## src/rtl/enc_param_ctrl.sv

```systemverilog
// Encoder-driven parameter controller: accumulates encoder steps into the selected
// parameter register, cycles the selection on button edges, and pushes each change to a display.
module enc_param_ctrl #(
    parameter int NUM_PARAMS = 4,
    parameter int VAL_W      = 8,
    parameter int WRAP       = 0,
    localparam int IDX_W     = $clog2(NUM_PARAMS)
) (
    input  logic                        clk,
    input  logic                        rst,
    input  logic                        add,
    input  logic                        sub,
    input  logic                        btn,
    output logic                        upd_valid,
    input  logic                        upd_ready,
    output logic [IDX_W-1:0]            upd_idx,
    output logic [VAL_W-1:0]            upd_val,
    output logic [IDX_W-1:0]            sel_idx,
    output logic [NUM_PARAMS*VAL_W-1:0] vals
);

    typedef enum logic [1:0] {
        IDLE   = 2'd0,
        APPLY  = 2'd1,
        SELECT = 2'd2,
        SEND   = 2'd3
    } state_t;

    state_t state, state_nxt;
    logic   do_apply, do_select;

    logic signed [1:0] step;
    logic signed [3:0] pend, pend_base, pend_nxt;
    logic signed [4:0] pend_sum;

    logic btn_q, btn_edge, btn_pend;

    logic [NUM_PARAMS-1:0][VAL_W-1:0] val_r;
    logic [VAL_W-1:0]                 cur_val, new_val;
    logic signed [VAL_W+1:0]          val_sum;
    logic [IDX_W-1:0]                 sel_inc;

    // Net step this cycle; simultaneous add and sub cancel.
    always_comb begin
        step = 2'sd0;
        if (add && !sub)
            step = 2'sd1;
        else if (sub && !add)
            step = -2'sd1;
    end

    // In APPLY the old count is consumed, so only this cycle's step survives.
    always_comb begin
        pend_base = (state == APPLY) ? 4'sd0 : pend;
        pend_sum  = {pend_base[3], pend_base} + {{3{step[1]}}, step};
        pend_nxt  = pend_sum[3:0];
        if (pend_sum > 5'sd7)
            pend_nxt = 4'sd7;
        else if (pend_sum < -5'sd7)
            pend_nxt = -4'sd7;
    end

    assign btn_edge = btn & ~btn_q;

    always_comb begin
        cur_val = val_r[sel_idx];
        val_sum = $signed({2'b00, cur_val}) + $signed({{(VAL_W-2){pend[3]}}, pend});
        if (WRAP != 0)
            new_val = val_sum[VAL_W-1:0];
        else if (val_sum[VAL_W+1])
            new_val = '0;
        else if (val_sum[VAL_W])
            new_val = '1;
        else
            new_val = val_sum[VAL_W-1:0];
    end

    assign sel_inc = (sel_idx == IDX_W'(NUM_PARAMS - 1)) ? '0 : sel_idx + 1'b1;

    always_ff @(posedge clk) begin
        if (rst)
            state <= IDLE;
        else
            state <= state_nxt;
    end

    // IDLE looks at the count including this cycle's step, giving the two-cycle response.
    always_comb begin
        state_nxt = state;
        case (state)
            IDLE: begin
                if (pend_nxt != 4'sd0)
                    state_nxt = APPLY;
                else if (btn_pend)
                    state_nxt = SELECT;
            end
            APPLY:   state_nxt = SEND;
            SELECT:  state_nxt = SEND;
            SEND:    if (upd_ready) state_nxt = IDLE;
            default: state_nxt = IDLE;
        endcase
    end

    always_comb begin
        upd_valid = (state == SEND);
        do_apply  = (state == APPLY);
        do_select = (state == SELECT);
    end

    always_ff @(posedge clk) begin
        if (rst) begin
            pend     <= 4'sd0;
            btn_q    <= 1'b1;
            btn_pend <= 1'b0;
            sel_idx  <= '0;
            val_r    <= '0;
            upd_idx  <= '0;
            upd_val  <= '0;
        end else begin
            pend     <= pend_nxt;
            btn_q    <= btn;
            // An edge landing in the SELECT cycle is a fresh request, not the one being served.
            btn_pend <= btn_edge | (btn_pend & ~do_select);
            if (do_apply) begin
                val_r[sel_idx] <= new_val;
                upd_idx        <= sel_idx;
                upd_val        <= new_val;
            end
            if (do_select) begin
                sel_idx <= sel_inc;
                upd_idx <= sel_inc;
                upd_val <= val_r[sel_inc];
            end
        end
    end

    assign vals = val_r;

endmodule

```

## config.mk

```make
export PLATFORM = sky130hd
export DESIGN_NAME = enc_param_ctrl
export DESIGN_NICKNAME = d
export VERILOG_FILES = /design/src/rtl/enc_param_ctrl.sv
export SDC_FILE = /design/constraint.sdc
export NUM_CORES = 1
export LEC_CHECK = 0
export CORE_MARGIN = 1.5
export CORE_UTILIZATION = 45
export CTS_CLUSTER_SIZE = 14
export DETAILED_ROUTE_END_ITERATION = 10
export PLACE_DENSITY = 0.71
export SLEW_MARGIN = 20
export SYNTH_ARGS = -nofsm -noshare
export SYNTH_HDL_FRONTEND = slang
export SYNTH_SLANG_ARGS = --single-unit
export TNS_END_PERCENT = 30
```

## constraint.sdc

```tcl
create_clock -name clk -period 7.6 [get_ports clk]
set_input_delay 1.52 -clock clk [delete_from_list [all_inputs] [get_ports clk]]
set_output_delay 1.52 -clock clk [all_outputs]
set_load 0.03 [all_outputs]
```

; ---- Word level (Yosys, flattened, before mapping)
; Index checks and enable logic that the tools add are counted.
[word_totals]
register_bits = 52
word_cells = 63
out_inout_bits = 45
memories = 0
rom_bits = 0
latchBits = 0
ramBits = 0
inputBits = 6
[classes]
mux = 23
order_cmp = 5
n_addsub = 3
div = 0
multipliers = 0
n_eq_ne = 6
reduce_logical = 10
shift = 0
n_bitwise = 5
[op_table]
columns = op, n
row1 = $mux 8, 7
row2 = $bmux 8 s2, 2
row3 = $bwmux 32, 1
row4 = $demux 8 s2, 1
row5 = $mux 2, 8
row6 = $mux 4, 3
row7 = $add 9x4->10, 1
row8 = $eq 2x2->1 const B, 3
row9 = $lt 2x3->1 const B, 2
row10 = $pmux 2 s3, 1
row11 = $add 4x2->5, 1
row12 = $gt 5x4->1 const B, 1
row13 = $lt 5x4->1 const B, 1
row14 = $reduce_bool 4->1, 1
row15 = $logic_and 1x1->1, 3
row16 = $ne 3x3->1 const B, 1
row17 = $add 2x1->2 const B, 1
row18 = $and 1x1->1, 2
row19 = $eq 2x1->1 const B, 1
row20 = $ge 2x1->1 const B, 1
row21 = $logic_not 1->1, 2
row22 = $logic_not 2->1, 1
row23 = $ne 2x1->1 const B, 1
row24 = $not 1->1, 2
row25 = other kinds (4), 4

; ---- Longest topological paths before layout
[depth]
depth_word = 11
depth_mapped = 13
depth_no_buf = 12

; ---- Worst setup path after synthesis
; No wires, ideal clock.
[synth_path]
path_kind = reg2reg
start = reg sel_idx[0]
end = reg val_r (netlist bit vals[0])
synth_period_minus_slack_ns = 3.579
arrival_time_ns = 3.462
setup_time_ns = 0.117
n_path_buf = 3
path_stages_with_launch = 12
required_time_ns = 7.483
slack_ns = 4.021
path_cell_list = dfxtp_1 > buf_2 > buf_2 > mux4_2 > ha_1 > a211oi_2 > o31ai_2 > a221o_1 > xor2_1 > nor2_1 > buf_2 > a32o_1
[synth_between]
elab_chain_len = 6
elab_cells_between_ends = 11
cone_classes = add/sub (1) / order compare (2) / mux (7) / reduce/logical (1)
[synth_rtl]
columns = element, line
row1 = from (decl), 18  ; output logic [IDX_W-1:0] sel_idx,
row2 = from (signal assigned), 130  ; sel_idx <= sel_inc;
row3 = $bmux 8 s2, 66  ; cur_val = val_r[sel_idx];
row4 = $mux 8 (not written as such), 66
row5 = $add 9x4->10, 67  ; val_sum = $signed({2'b00, cur_val}) + $signed({{(VAL_W-2){pend[3]}}, pend});
row6 = $mux 8, 72  ; else if (val_sum[VAL_W])
row7 = $mux 8, 70  ; else if (val_sum[VAL_W+1])
row8 = $bwmux 32 *, 125  ; val_r[sel_idx] <= new_val;
row9 = "to (signal, indexed assignment)", 125
row10 = to (decl), 38  ; logic [NUM_PARAMS-1:0][VAL_W-1:0] val_r;
; Mark *: on every way between the ends. The rest lies on a longest branch, timed or not. The select of a mux whose other input is x is not followed.
; A chain may end at the register's enable or synchronous reset.

; ---- Worst setup path after layout
[layout_path]
start = in add
end = reg state[1]
[layout_between]
elab_chain_len = 11
elab_cells_between_ends = 15
cone_classes = add/sub (1) / order compare (2) / eq/ne (1) / mux (6) / reduce/logical (5)
[layout_rtl]
columns = element, line
row1 = from (decl), 11  ; input logic add,
row2 = $logic_not 1->1, 48  ; else if (sub && !add)
row3 = $logic_and 1x1->1, 48
row4 = $mux 2, 48
row5 = $mux 2 *, 46  ; if (add && !sub)
row6 = $add 4x2->5 *, 55  ; pend_sum = {pend_base[3], pend_base} + {{3{step[1]}}, step};
row7 = $lt 5x4->1, 59  ; else if (pend_sum < -5'sd7)
row8 = $mux 4, 59
row9 = $mux 4 *, 57  ; if (pend_sum > 5'sd7)
row10 = $reduce_bool 4->1 *, 92  ; if (pend_nxt != 4'sd0)
row11 = $mux 2 / $ne 3x3->1 (equally long branches), -
row12 = $pmux 2 s3 / $reduce_and 2->1 (equally long branches), -
row13 = to (signal assigned), 84  ; state <= state_nxt;
row14 = to (decl), 29  ; state_t state, state_nxt;
; Mark *: on every way between the ends. The rest lies on a longest branch, timed or not.

==> flow_summary.toml <==
[run_status]
status = "complete, but fails checks"
violations = "DRC"

[sta]
drv_slew = 0
setup_tns_ns = 0
worst_hold_slack_ns = 0.4674
max_freq_mhz = 262.2
finalCritPeriodShare_pct = 50.19
setup_viol = 0
relSlewSlack_pct = 49.80
period_minus_slack_ns = 3.815
finalClockSkew_ns = 0.008648
tightest_slew_ns = 0.7522
hold_viol = 0
rsz0062_at_grt = "no"

[synthesis]
synth_flop_cell = "dfxtp_1"
avgSynthCellArea_sq_um = 9.865
synth_edf_count = 0
syn_area_sq_mm = 0.003068
synth_warnings = 0
yosysSeqAreaShare_pct = 33.93
postSynthNetCount = 341
synthArstFlopShare_pct = 0
yosys.area.top_type = "dfxtp_1"
syn-instance-count = 311
synth.distinct_cells = 45
synth.area.top_cells = "dfxtp_1 34%, mux4_2 12%, ha_1 9.0%, a32o_1 6.5%, o21ai_0 3.1%"
synth.ff_latch_count = 52
synth.top_cell.area_share_pct = 33.93

[clock_tree]
clockRootBuffer = "clkbuf_8"
htreeDepth = 2
clock-sinks = 52
cts_tree = "built"
cts_made_buffers = 5
cts_max_path_buffers = 2
post-cts-setup-buffers = 0
clkLatencyLatePin_ns = 0.32
postCtsHoldBufs = 0
clk_pin_slew_worst_paths_ns = 0.10
ctsResizeCount = 0

[grt]
antenna_found_initial = 0
grt_overflow = 0
grt_pass1_vias = 2475
grt_use_total_pct = 20.93
grt_first_pass_wirelength_um = 12080
grt_max_degree = 42

[detailed_routing]
routed-via-count = 2582
antenna_left = 0
drc_errors = 4
wl_um = 7395
drtIter0Drc = 156
first_pass_iters = 7
routed_via_density = 6.005
wl_per_cell_um = 17.20

[critical_path]
required_ns = 7.83
path_cells = "clkdlybuf4s50_1 -> inv_1 -> ha_1 -> inv_1 -> ha_1 -> inv_1 -> fa_1 -> nor2b_1 -> o31ai_1 -> nor4_1 -> nand2_1 -> o21ai_0 -> a221oi_1"
r2r_end = "vals[10]$_SDFFE_PP0P_"
cp_max_fo = 6
crit_end = "state[1]$_SDFFE_PP0P_"
reg2regPathDepth = 9
start_kind = "input port"
r2r_start = "sel_idx[0]$_SDFFE_PP0P_"
crit_top_cell = "inv_1"
critical_path.max_stage_delay_ns = 0.57
cpMaxStageDelayCell = "o31ai_1"
worst-setup-path-type = "in2reg"
cp.arrival_ns = 4.04
reg2reg_slack_ns = 3.97
critPathLaunch = "add"
worstSetupEndpointType = "register"

[die]
start_util_pct = 47.50
die_y_um = 85.57
rows = 29
boundaryPins = 51
coreArea_sq_mm = 0.006459
die_x_um = 85.57
die_area_sq_mm = 0.007322

[pwr]
p_clk_share_pct = 14.9
combPwrFrac_pct = 56.8
leakage_nw = 1.408
p_int_w = 0.0007314
pwr-share-seq_pct = 28.3
peakVddDrop_mv = 0.1170
powerDensity_mw_per_mm2 = 359.9
switchingPower_w = 0.0006091
netSwitchingFraction_pct = 45.44

[worst_hold_path]
holdPathStages = 2
hold_path.class = "reg2reg"

[final_layout]
utilization_pct = 57.67
area_delta_synth_final_pct = 21.41
drive_above_1_share_pct = 9.348
nets = 382
final_cells = 430
fin_area_sq_mm = 0.003725
antenna_cells = 0

[placed_design]
placed_cells_incl_taps = 422
hpwlAfterDp_um = 5590
gp_congestion = 0.9009
place_area_sq_mm = 0.003610
portBuffers = 50

[run]
maxCapViolCount = 0
## critical path, delay by kind of cell
| kind | cells | cell delay (ns) |
|---|---|---|
| AOI/OAI and AO/OA | 3 | 0.96 |
| adders and majority gates | 3 | 0.65 |
| buffers and inverters | 4 | 0.60 |
| and+or+nand+nor | 3 | 0.31 |
## routing by layer
layer,vias to the layer above,track usage [%],wire length (um)
met1,1260,27.78,3401
met2,69,35.08,3547
met5,-,0,0
met3,10,4.139,346
met4,0,5.572,100
li1,1243,-,-
## flip-flops by register name (all words and copies together) (netlist names)
name / cells
vals: 32
upd_val: 8
pend: 4
sel_idx: 2
state: 2
upd_idx: 2
btn_pend: 1
btn_q: 1
## logic make-up after synthesis
logic type,count (synthesis),synth area share (%)
simple gates,85,14.32
buf+inv,36,4.568
flops,52,33.93
fa+ha+maj,26,10.93
compound gates,82,20.07
mux,21,13.38
xor+xnor,9,2.814
## power by group through the flow
stage | Clock, W | Combinational (W) | Sequential (W)
after floorplan | 0 | 0.000464 | 0.000458
final | 0.000200 | 0.000761 | 0.000379
after global routing | 0.000211 | 0.000833 | 0.000389
after detailed placement | 0 | 0.000756 | 0.000385
after CTS | 0.000202 | 0.000761 | 0.000380
after global placement | 0 | 0.000744 | 0.000385
## Yosys cell counts, drive strengths merged, types with 2 or more instances
library cell / number
a211o: 2
a211oi: 7
a21o: 3
a21oi: 8
a22oi: 6
a32o: 20
and2: 5
buf: 4
clkbuf: 14
dfxtp: 52
fa: 2
ha: 22
inv: 18
maj3: 2
mux2i: 5
mux4: 16
nand2: 15
nand2b: 11
nand3: 4
nand3b: 12
nor2: 25
nor2b: 5
nor3: 2
o21ai: 22
o21bai: 2
o31ai: 4
or3: 2
xnor2: 4
xor2: 5
## placed cells by master, fill, tap and decap left out, types with 3 or more instances in the layout
master,count
a211oi_1,5
a21o_1,3
a21oi_1,8
a22oi_1,6
a32o_1,20
and2_1,5
clkbuf_8,5
clkdlybuf4s50_1,50
dfxtp_1,52
ha_1,22
inv_1,18
mux2i_1,5
mux4_2,16
nand2_1,15
nand2b_1,11
nand3_1,4
nand3b_1,12
nor2_1,24
nor2b_1,5
o21ai_0,19
o21ai_1,3
o31ai_1,3
xnor2_1,3
xor2_1,5
## metrics by stage
step | total power [W] | setup slack [ns]
finish | 0.001340 | 3.786
global route | 0.001434 | 3.560
CTS | 0.001342 | 3.768
detailed placement | 0.001142 | 3.447
global placement | 0.001128 | 3.629
floorplan | 0.0009222 | 4.021
## layout make-up
cell class / count / area (sq um)
Inverter: 18 / 67.56
Timing Repair Buffer: 52 / 515.5
Clock inverter: 3 / 46.29
Tap cell: 77 / 96.34
Clock buffer: 5 / 68.82
Fill cell: 572 / 2734
Multi-Input combinational cell: 223 / 1889
Sequential cell: 52 / 1041
## how the worst min path moves through the flow
stage	start	to	slack, ns
finish	upd_val[4]$_SDFFE_PP0P_	upd_val[4]$_SDFFE_PP0P_	0.47
global route	upd_val[4]$_SDFFE_PP0P_	upd_val[4]$_SDFFE_PP0P_	0.50
CTS	upd_val[4]$_SDFFE_PP0P_	upd_val[4]$_SDFFE_PP0P_	0.47
detailed placement	upd_val[4]$_SDFFE_PP0P_	upd_val[4]$_SDFFE_PP0P_	0.45
global placement	upd_val[4]$_SDFFE_PP0P_	upd_val[4]$_SDFFE_PP0P_	0.45
floorplan	btn_pend$_SDFF_PP0_	btn_pend$_SDFF_PP0_	0.48
(Power assumes the default switching activity.)
